File: src/rtl/pipe_stage_reg_chain.sv
`default_nettype none
// ============================================================================
// pipe_stage_reg_chain : DEPTH-stage valid/payload pipeline register with
// freeze/flush control and saturating stall/flush counters.   Rev 1.0
// ============================================================================
module pipe_stage_reg_chain #(
   parameter int DATA_W        = 126,
   parameter int DEPTH         = 1,
   parameter int FLUSH_PRIO    = 0,
   parameter int ZERO_ON_FLUSH = 1,
   parameter int CNT_W         = 16
) (
   input  logic              clk,
   input  logic              rst,
   input  logic              freeze,
   input  logic              flush,
   input  logic              valid_in,
   input  logic [DATA_W-1:0] data_in,
   output logic              valid_out,
   output logic [DATA_W-1:0] data_out,
   output logic [DEPTH-1:0]  stage_valid,
   output logic              busy,
   output logic [CNT_W-1:0]  stall_cnt,
   output logic [CNT_W-1:0]  flush_cnt
);

   logic [DEPTH-1:0][DATA_W-1:0] data_q;
   logic [DEPTH-1:0]             valid_q;
   logic                         hold;
   logic                         kill;

   // One action for the whole chain; priority resolves freeze+flush overlap.
   generate
      if (FLUSH_PRIO != 0) begin : g_flush_first
         assign kill = flush;
         assign hold = freeze & ~flush;
      end else begin : g_freeze_first
         assign hold = freeze;
         assign kill = flush & ~freeze;
      end
   endgenerate

   // Input prepended below the stage registers; the low DEPTH entries form
   // the shifted image, which also covers DEPTH=1 without special casing.
   logic [DEPTH:0][DATA_W-1:0] data_ext;
   logic [DEPTH:0]             valid_ext;
   assign data_ext  = {data_q, data_in};
   assign valid_ext = {valid_q, valid_in};

   always_ff @(posedge clk) begin
      if (rst) begin
         data_q  <= '0;
         valid_q <= '0;
      end else if (hold) begin
         data_q  <= data_q;
         valid_q <= valid_q;
      end else if (kill) begin
         valid_q <= '0;
         if (ZERO_ON_FLUSH != 0) begin
            data_q <= '0;
         end
      end else begin
         data_q  <= data_ext[DEPTH-1:0];
         valid_q <= valid_ext[DEPTH-1:0];
      end
   end

   always_ff @(posedge clk) begin
      if (rst) begin
         stall_cnt <= '0;
         flush_cnt <= '0;
      end else begin
         if (hold && busy && (stall_cnt != {CNT_W{1'b1}})) begin
            stall_cnt <= stall_cnt + 1'b1;
         end
         if (kill && busy && (flush_cnt != {CNT_W{1'b1}})) begin
            flush_cnt <= flush_cnt + 1'b1;
         end
      end
   end

   assign valid_out   = valid_q[DEPTH-1];
   assign data_out    = data_q[DEPTH-1];
   assign stage_valid = valid_q;
   assign busy        = |valid_q;

endmodule
`default_nettype wire

File: config.mk
export PLATFORM = sky130hd
export DESIGN_NAME = pipe_stage_reg_chain
export DESIGN_NICKNAME = d
export VERILOG_FILES = /design/src/rtl/pipe_stage_reg_chain.sv
export SDC_FILE = /design/constraint.sdc
export NUM_CORES = 1
export LEC_CHECK = 0
export CAP_MARGIN = 25
export CORE_MARGIN = 1.5
export CORE_UTILIZATION = 44
export CTS_BUF_LIST = sky130_fd_sc_hd__clkbuf_4 sky130_fd_sc_hd__clkbuf_8
export CTS_CLUSTER_DIAMETER = 60
export DETAILED_ROUTE_END_ITERATION = 7
export GPL_TIMING_DRIVEN = 0
export PLACE_DENSITY = 0.85
export SKIP_LAST_GASP = 1
export SLEW_MARGIN = 20
export SYNTH_ARGS = -nofsm -noshare
export SYNTH_HDL_FRONTEND = slang
export SYNTH_SLANG_ARGS = --single-unit
File: constraint.sdc
create_clock -name clk -period 2.9 [get_ports clk]
set_input_delay 0.29 -clock clk [delete_from_list [all_inputs] [get_ports clk]]
set_output_delay 0.29 -clock clk [all_outputs]
set_load 0.01 [all_outputs]
==> impl_metrics.toml <==
[critical_path]
path_buf_inv = 1
critPathLaunchType = "flop"
slowest_stage = "nor4_1"
cp.arrival_ns = 2.67
crit_path_end_kind = "flop"
crit_required_ns = 3.28
critical-path-top-delay-family = "simple AND/OR/NAND/NOR gates"
critPathKind = "flop to flop"
r2r-end = "flush_cnt[6]$_SDFFE_PP0P_"
r2r_start = "flush_cnt[0]$_SDFFE_PP0P_"
r2r_slack_ns = 0.60
cpPeakStageDelay_ns = 0.53
path_cells = "ha_1 > nand4_1 > nor4_1 > clkbuf_1 > and3b_1 > nor3_1"
worst_r2r_path_depth = 6
crit_cells = 6
worstPathMaxFanout = 10

[power]
clkPwrFrac_pct = 37.9
power_mw = 4.617
seq_power_share_pct = 49.5
vdd_drop_max_mv = 0.4534
power.density_nw_per_um2 = 493.4
swShare_pct = 23.51
intPower_mw = 3.532
p_switching_mw = 1.085
p_leak_nw = 3.271
p_comb_share_pct = 12.6

[synth]
ys_warn_count = 0
yosys.area.top_type = "dfxtp_1"
synthTopCellsByCount = "159 x dfxtp_1, 138 x nor2_1, 126 x a22oi_1"
synth_compound_area_share_pct = 22.20
yosysMostFrequentCell = "dfxtp_1"
synth_area_um2 = 5801
synth_fa_ha_area_share_pct = 0.4314
synth-edff-count = 0
synth.avg_cell_area_um2 = 9.207
yosysSeqAreaShare_pct = 54.87
synth_xor_area_share_pct = 0
async_flop_share_pct = 0
synth_top_area_share_pct = 54.87
netlist_instances = 630
synth_cell_types = 32
syn_nets = 763
synthMuxAreaShare_pct = 0.3667
synth_top_family_by_area = "compound AO/OA/AOI/OAI gates"
synth_top_flop_cell = "dfxtp_1"
synth-simple-area-share_pct = 18.16
synth_seq_cells = 159
synth_area_leaders = "dfxtp_1 55%, a22oi_1 16%, nor2_1 8.9%, clkbuf_1 3.0%, a21oi_1 2.2%"

[placed_design]
dp_hpwl_um = 14640
pre_cts_slack_ns = 0.05001
post-place-cells = 1092
placed_area_um2 = 8919
gp_congestion = 0.8381
io_buffers = 290

[global_routing]
grt_start_max_net_pins = 17
antenna_found_initial = 1
grt_usage_pct = 27.98
overflow = 0
grt_pass1_vias = 5927
grt_pass1_wl_um = 30570

[floorplan]
initial_core_util_pct = 45.59
io_pins = 292
core_area_um2 = 12720
die_y_um = 117.8
num_rows = 41
fp.dieArea_um2 = 13880
die_w_um = 117.8

[clock_network]
clkTransAtPathRegs_ns = 0.08
max-clock-path-buffers = 2
ctsHtreeMaxLevel = 4
clk_latency_ns = 0.45
cts.repair.resized = 0
cts-root-buf = "clkbuf_8"
cts_tree = "yes"
cts-buffers-inserted = 17
ctsHoldBuffers = 0
cts_sinks = 159
postCtsSetupRepairBufs = 0

[layout]
nFillCells = 1000
num-nets-final = 1073
drive_gt1_share_pct = 4.092
multi_input_area_um2 = 2387
fin_area_um2 = 9359
layout.area.seq_um2 = 3183
final_cells = 1126
syn_to_final_growth_pct = 61.35

[worst_hold_path]
min_to = "stall_cnt[15]$_SDFFE_PP0P_"
hold_start = "rst"
holdPathStages = 3
min_path_type = "primary input to flop"

[sta]
slew_violations = 0
max_freq_ghz = 0.4356
hold_viol_final = 0
rsz0062_at_grt = "false"
finalSetupViolations = 0
max_slew.worst_pin.slew_ns = 0.6639
finalClockSkew_ns = 0.009380
finalCriticalPeriod_ns = 2.296
worst_slack_ns = 0.6041
max_slew_margin_pct = 55.33
fin_setup_tns_ns = 0
period_share_pct = 79.17

[detailed_routing]
dr.pass1.iters = 4
drc = 0
detail_route.iter0.violations = 474
drtAntennaViolNets = 0
wire_per_inst_um = 17.54
wl_um = 19750
dr_total_vias = 6133
viasPerCell = 5.447

[status]
status = "completed"

[run]
max_cap_violations = 0
[state kept, by name, summed over array words and instances (netlist names)]
signal / flops
busy: 1
data_out: 126
flush_cnt: 16
stall_cnt: 16
[worst max-delay path by stage]
stage                                  to                      start  slack (ns)
5_1_grt         data_out[93]$_SDFFE_PP0N_                      flush        0.43
4_1_cts         data_out[79]$_SDFFE_PP0N_                      flush        0.53
3_3_place_gp    data_out[95]$_SDFFE_PP0N_                      flush        0.14
2_1_floorplan  flush_cnt[11]$_SDFFE_PP0P_  flush_cnt[2]$_SDFFE_PP0P_        0.97
3_5_place_dp    data_out[79]$_SDFFE_PP0N_                      flush        0.05
6_report        flush_cnt[6]$_SDFFE_PP0P_  flush_cnt[0]$_SDFFE_PP0P_        0.60
[per-layer routing]
metal	up-vias	GRT usage [%]	wire [µm]
li1	2921	-	-
met4	0	15.17	774
met1	2914	31.39	7713
met5	-	0	0
met2	248	46.86	9748
met3	50	9.399	1510
[kinds of logic after synthesis]
logic type                 after synthesis
and+or+nand+nor                        225
AOI/OAI and AO/OA                      183
DFF                                    159
buffers and inverters                   59
muxes                                    2
adders and majority gates                2
[metrics by stage]
stage	hold WS (ns)	utilization (%)
6_report	0.3043	73.56
2_1_floorplan	0.4307	-
3_5_place_dp	0.5013	70.10
5_1_grt	0.3104	73.56
4_1_cts	0.2830	73.49
3_3_place_gp	0.4898	70.10
[power groups by stage]
| stage | clock (mW) | combinational (mW) | sequential, mW |
|---|---|---|---|
| after CTS | 1.78 | 0.582 | 2.29 |
| final | 1.75 | 0.581 | 2.29 |
| after floorplan | 0 | 0.168 | 2.37 |
| after global routing | 1.87 | 0.623 | 2.30 |
| after global placement | 0 | 0.570 | 2.33 |
| after detailed placement | 0 | 0.578 | 2.34 |
[cell usage in the layout, fill, tap and decap left out, types with 9 or more instances in the layout]
cell / instances
o31ai_1: 16
clkdlybuf4s50_1: 290
nor2_1: 138
or3_1: 11
clkbuf_8: 21
nand4_1: 9
clkbuf_1: 47
nor3_1: 10
nand3_1: 13
or4_1: 14
dfxtp_1: 159
nand2_1: 12
o21ai_0: 10
a22oi_1: 126
a21oi_1: 26
[worst register-to-register path: cells and delay by family (launching register included)]
family | cells | cell delay [ns]
buf+inv | 1 | 0.39
fa+ha+maj | 1 | 0.30
simple gates | 4 | 1.11
flops | 1 | 0.42
[area by class of cell]
| class | count | area share, % |
|---|---|---|
| Clock inverter | 10 | 1.430 |
| Tap cell | 172 | 2.299 |
| Inverter | 6 | 0.2406 |
| Timing Repair Buffer | 291 | 31.10 |
| Multi-Input combinational cell | 412 | 25.51 |
| Antenna cell | 1 | 0.02674 |
| Sequential cell | 159 | 34.01 |
| Clock buffer | 22 | 3.168 |
| Buffer | 53 | 2.219 |
Power figures use the tool's default switching activity.
==> RTL change 1: new RTL, same settings <==
Change the parameter `FLUSH_PRIO` from 0 to 1.
--- a/src/rtl/pipe_stage_reg_chain.sv
+++ b/src/rtl/pipe_stage_reg_chain.sv
@@ -7,5 +7,5 @@
    parameter int DATA_W        = 126,
    parameter int DEPTH         = 1,
-   parameter int FLUSH_PRIO    = 0,
+   parameter int FLUSH_PRIO    = 1,
    parameter int ZERO_ON_FLUSH = 1,
    parameter int CNT_W         = 16
Behaviour: not the same (a bounded check fails within 4 cycles, from zero or initial values and one cycle with rst high).
==> RTL change 1 against the unedited design <==
Worst hold slack improved by 0.12 ns. Register-to-register slack better by 0.26 ns. Sequential cell count is the same. Via count decreased by 7.4%. Power decreased by 3.5%. Largest power group unchanged. Maximum frequency rose by 11%. Wire length decreased by 5.6%. Worst setup slack better by 0.23 ns. Final area rose by 3.2%. Clock power fell by 8%. Highest routed layer unchanged. Core utilization decreased by 1.5 points. Global-route usage fell by 2.6 points. Synthesized area is 5.8% higher.
==> RTL change 1: results (changes against the unedited design) <==
Global routing
  • Vias in the first global route: 5,517 (-6.9%)
  • First-pass GRT wire length: 28.5 mm (-6.8%)
  • Initial antenna violation count: 0 (-1)
  • Total track usage: 0.253 (-0.0264)

Timing
  • Relative slew slack: 0.471 (-0.0821)
  • Final setup skew: 0.00440 ns (-0.00498 ns)
  • Crit share post-route: 0.714 (-0.0781)

Routing
  • WL final: 18.6 mm (-5.6%)
  • DRT iter0 DRCs: 268 (-43%)
  • Detailed-route via count: 5,682 (-7.4%)

Finish
  • Inverters: 5 (-1)
  • Clock buffers and inverters, area share: 0.0399 (-0.00607)
  • Seq/total area: 0.330 (-0.0104)
  • Antenna Cells: 0 (-1)
  • Multi-input gates: 410 (-0.49%)
  • Area of the multi-input gates: 0.00276 mm² (+16%)
  • Layout cell share with drive strength beyond 1: 0.0652 (+0.0243)
  • Fillers: 985 (-1.5%)
  • Non-clock buffers: 330 (-4.1%)

Critical path
  • Worst R2R End: stall_cnt[14]
  • Reg2reg setup slack: 0.86 ns (+0.26 ns)
  • Worst R2R Path Depth: 5 (-1)
  • Worst Path Arrival: 1.78 ns (-0.89 ns)
  • CP delay by family, top: buffers and inverters
  • Crit-path max FO: 11 (+1)
  • Crit path capture: stage_valid
  • Critical Path Start: busy
  • Slowest cell on the critical path: dfxtp_1
  • Worst path max stage delay: 0.62 ns (+0.09 ns)

Place
  • Post-DP HPWL: 14.0 mm (-4.3%)
  • RD Place Congestion: 0.849 (+1.3%)
  • Port bufs: 291 (+0.34%)
  • Pre-CTS setup slack: 0.321 ns (+0.271 ns)

Pwr
  • Worst VDD drop: 350 µV (-23%)
  • Sw frac: 0.238 (+0.00284)
  • Psw: 1.06 mW (-2.4%)
  • Clock Power Share: 0.362 (-0.017)
  • Leak: 3.79 nW (+16%)

Min path
  • Worst hold path type: in2reg
  • WHS Endpoint: data_out[55]
  • HP Start: data_in[55]

Synthesis
  • Post-synth cell types: 39 (+22%)
  • Post-Syn Nets: 746 (-2.2%)
  • Mux contribution to synthesized area: 0.220 (+0.216)
  • Synth top cells by count: dfxtp_1, nor2_1, mux2i_1
  • Post-Synth Adder-Cell Area: 0.00408 (-0.000236)
  • Largest cells by area after synthesis: dfxtp_1, mux2i_1, nor2_1
  • Post-synthesis sequential area ratio: 0.519 (-0.0300)

Clocking
  • Worst-case clock buffer depth: 2 (unchanged)

Run status
  • Status: complete, no violations
[RTL change 1: cell types whose count changed after synthesis, moves of 4 or more]
cell,delta
mux2i_1,+127
a22oi_1,-126
clkbuf_1,-28
buf_2,+13
mux2_2,+5
nand3_1,-5
a21oi_1,-4
[RTL change 1: routing by layer]
layer	GRT usage	vias up	part of all wire	wire length (µm)
li1	-	2758	-	-
met5	0	-	0	0
met3	0.0949	31	0.094	1760
met2	0.445	244	0.50	9300
met4	0.100	0	0.027	495
met1	0.275	2649	0.38	7100
[RTL change 1: per-stage QoR]
stage	std cells	util	cell area, µm²	hold WS, ns
6_report	1111	0.720	9650	0.429
5_1_grt	1111	0.720	9650	0.413
4_1_cts	1111	0.720	9650	0.400
3_5_place_dp	1080	0.692	9270	0.481
3_3_place_gp	1080	0.692	9270	0.472
2_1_floorplan	613	-	6140	0.434
==> RTL change 2: new RTL, same flow settings <==
Made on the original files. Make the reset (`rst`) asynchronous in 2 clocked blocks.
--- a/src/rtl/pipe_stage_reg_chain.sv
+++ b/src/rtl/pipe_stage_reg_chain.sv
@@ -48,5 +48,5 @@
    assign valid_ext = {valid_q, valid_in};
 
-   always_ff @(posedge clk) begin
+   always_ff @(posedge clk or posedge rst) begin
       if (rst) begin
          data_q  <= '0;
@@ -66,5 +66,5 @@
    end
 
-   always_ff @(posedge clk) begin
+   always_ff @(posedge clk or posedge rst) begin
       if (rst) begin
          stall_cnt <= '0;
Function: differs if rst is asserted again (counterexample within 4 cycles, from zero or initial values and one cycle with rst high); with rst held inactive, the same outputs for 4 cycles.
==> RTL change 2 against the unedited design <==
Final area is 3.4% higher. Worst setup slack better by 0.22 ns. Sequential cell count stayed put. Sequential share of layout area is 7.1 points higher. Power is 18% higher. Synthesized area is 3.8% higher. Wire length is 8.7% lower. Count of clock-buffer cells in the layout stayed put. Largest power group unchanged. Highest routed layer unchanged.
==> RTL change 2: results (changes against the unedited design) <==
Global routing
  • Vias in the first global route: 5,409 (-8.7%)
  • Largest net degree at the start of global routing: 37 (+20)
  • Total track usage: 0.262 (-0.0176)
  • Initial antenna violation count: 0 (-1)
  • First-pass GRT wire length: 29.0 mm (-5.1%)

Finish
  • Layout cell share with drive strength beyond 1: 0.0696 (+0.0287)
  • Nets@finish: 881 (-18%)
  • Antenna Cells: 0 (-1)
  • Max reg flops: 126 (unchanged)

Synthesis
  • Post-Syn Nets: 568 (-26%)
  • Post-synthesis sequential area ratio: 0.661 (+0.112)
  • Post-synth cell types: 37 (+16%)
  • Synth top cells by count: dfrtp_1, a22o_1, clkbuf_1
  • FFs w/ async S/R, synth: 1.00 (+1.00)
  • Largest cells by area after synthesis: dfrtp_1, a22o_1, xnor2_1
  • Mapped Cells: 435 (-31%)

Place
  • Post-Place Cells: 905 (-17%)
  • Post-DP HPWL: 13.8 mm (-5.9%)
  • RD Place Congestion: 0.858 (+2.4%)
  • Post-DP Area: 0.00923 mm² (+3.5%)

Critical path
  • Worst reg2reg path startpoint: flush_cnt[0]
  • Worst path max stage delay: 0.60 ns (+0.07 ns)
  • Slowest cell on the critical path: or4_1
  • Worst R2R End: flush_cnt[1]
  • Worst R2R Path Depth: 5 (-1)
  • CP delay by family, top: simple AND/OR/NAND/NOR gates
  • Reg2reg setup slack: 0.82 ns (+0.22 ns)
  • Crit-path max FO: 5 (-5)
  • Worst Path Arrival: 2.40 ns (-0.27 ns)

Pwr
  • Worst VDD drop: 319 µV (-30%)
  • Leak: 4.27 nW (+30%)

Flow run
  • # Max-Cap Violations: 0 (unchanged)

Timing
  • Tightest Pin Transition: 1.00 ns (+0.340 ns)
  • Final setup skew: 0.00784 ns (-0.00154 ns)
  • Highest clock rate: 0.481 GHz (+10%)

Routing
  • DR pass1 iterations: 4 (unchanged)
  • WL final: 18.0 mm (-8.7%)
  • DRT iter0 DRCs: 363 (-23%)
  • Wirelength per Cell: 19.2 µm (+9.7%)

Run status
  • Status: complete, no violations

Min path
  • Worst hold path type: in2async
[RTL change 2: cell types whose count changed in the layout (fill, tap and decap cells not counted), sizes merged, moves of 10 or more]
cell and delta:
a22oi -126, or3 -11, xor2 +10, a22o +126
o31ai -16, dfxtp -159, clkbuf -26, xnor2 +15
or4 -12, a21oi -24, dfrtp +159, nor2 -130
[RTL change 2: through the flow]
stage / power [mW] / setup WS [ns] / hold WS, ns / util
floorplan: 2.97 / 0.595 / 0.404 / -
global placement: 3.64 / -0.538 / 0.493 / 0.688
detailed placement: 3.69 / 0.410 / 0.496 / 0.694
CTS: 5.51 / 0.820 / 0.280 / 0.728
global route: 5.69 / 0.710 / 0.317 / 0.728
finish: 5.45 / 0.821 / 0.307 / 0.728
[RTL change 2: cell type report]
cell class	instances	area, µm²
fill	890	3620
timing repair buffer	294	2980
tap	176	220
clock inverter	10	159
multi-input combinational	242	1900
sequential	159	3980
buffer	32	138
clock buffer	22	290
inverter	2	11.3
[RTL change 2: how the worst max path moves through the flow]
stage | startpoint | slack, ns | cells past startpoint | end
floorplan | rst | 0.60 | 1 | busy
global placement | rst | -0.54 | 2 | data_out[118]
detailed placement | flush | 0.41 | 5 | data_out[120]
CTS | flush_cnt[0] | 0.82 | 5 | flush_cnt[1]
global route | flush_cnt[0] | 0.71 | 5 | flush_cnt[1]
finish | flush_cnt[0] | 0.82 | 5 | flush_cnt[1]
[RTL change 2: per-layer routing]
metal / vias to the layer above / global-route usage / wire, µm / share of wire
li1: 2289 / - / - / -
met3: 31 / 0.0756 / 1140 / 0.063
met1: 2534 / 0.314 / 6960 / 0.39
met2: 190 / 0.443 / 9430 / 0.52
met5: - / 0 / 0 / 0
met4: 0 / 0.110 / 503 / 0.028
[RTL change 2: logic make-up (layout without fill, tap and decap cells)]
kind of cell | after synthesis | in the layout | synth area share
buffers and inverters | 34 | 360 | 0.0241
multiplexers | 4 | 4 | 0.00727
AND/OR/NAND/NOR | 74 | 74 | 0.0692
flip-flops | 159 | 159 | 0.661
adder cells (fa/ha/maj) | 2 | 2 | 0.00416
XOR/XNOR | 25 | 25 | 0.0364
AO/OA/AOI/OAI | 137 | 137 | 0.198
[RTL change 2: report_power, final]
group          switching, mW  internal [mW]  total (mW)
registers              0.179           2.41        2.59
clock network          0.778           1.02        1.80
logic                  0.415          0.649        1.06
total                   1.37           4.08        5.45
[RTL change 2: worst register-to-register path: stages, from the launching register on]
cell and delay, ns:
dfrtp_1 0.45, ha_1 0.28, nand3_1 0.18, or4_1 0.60, nand2_1 0.14, mux2_1 0.32
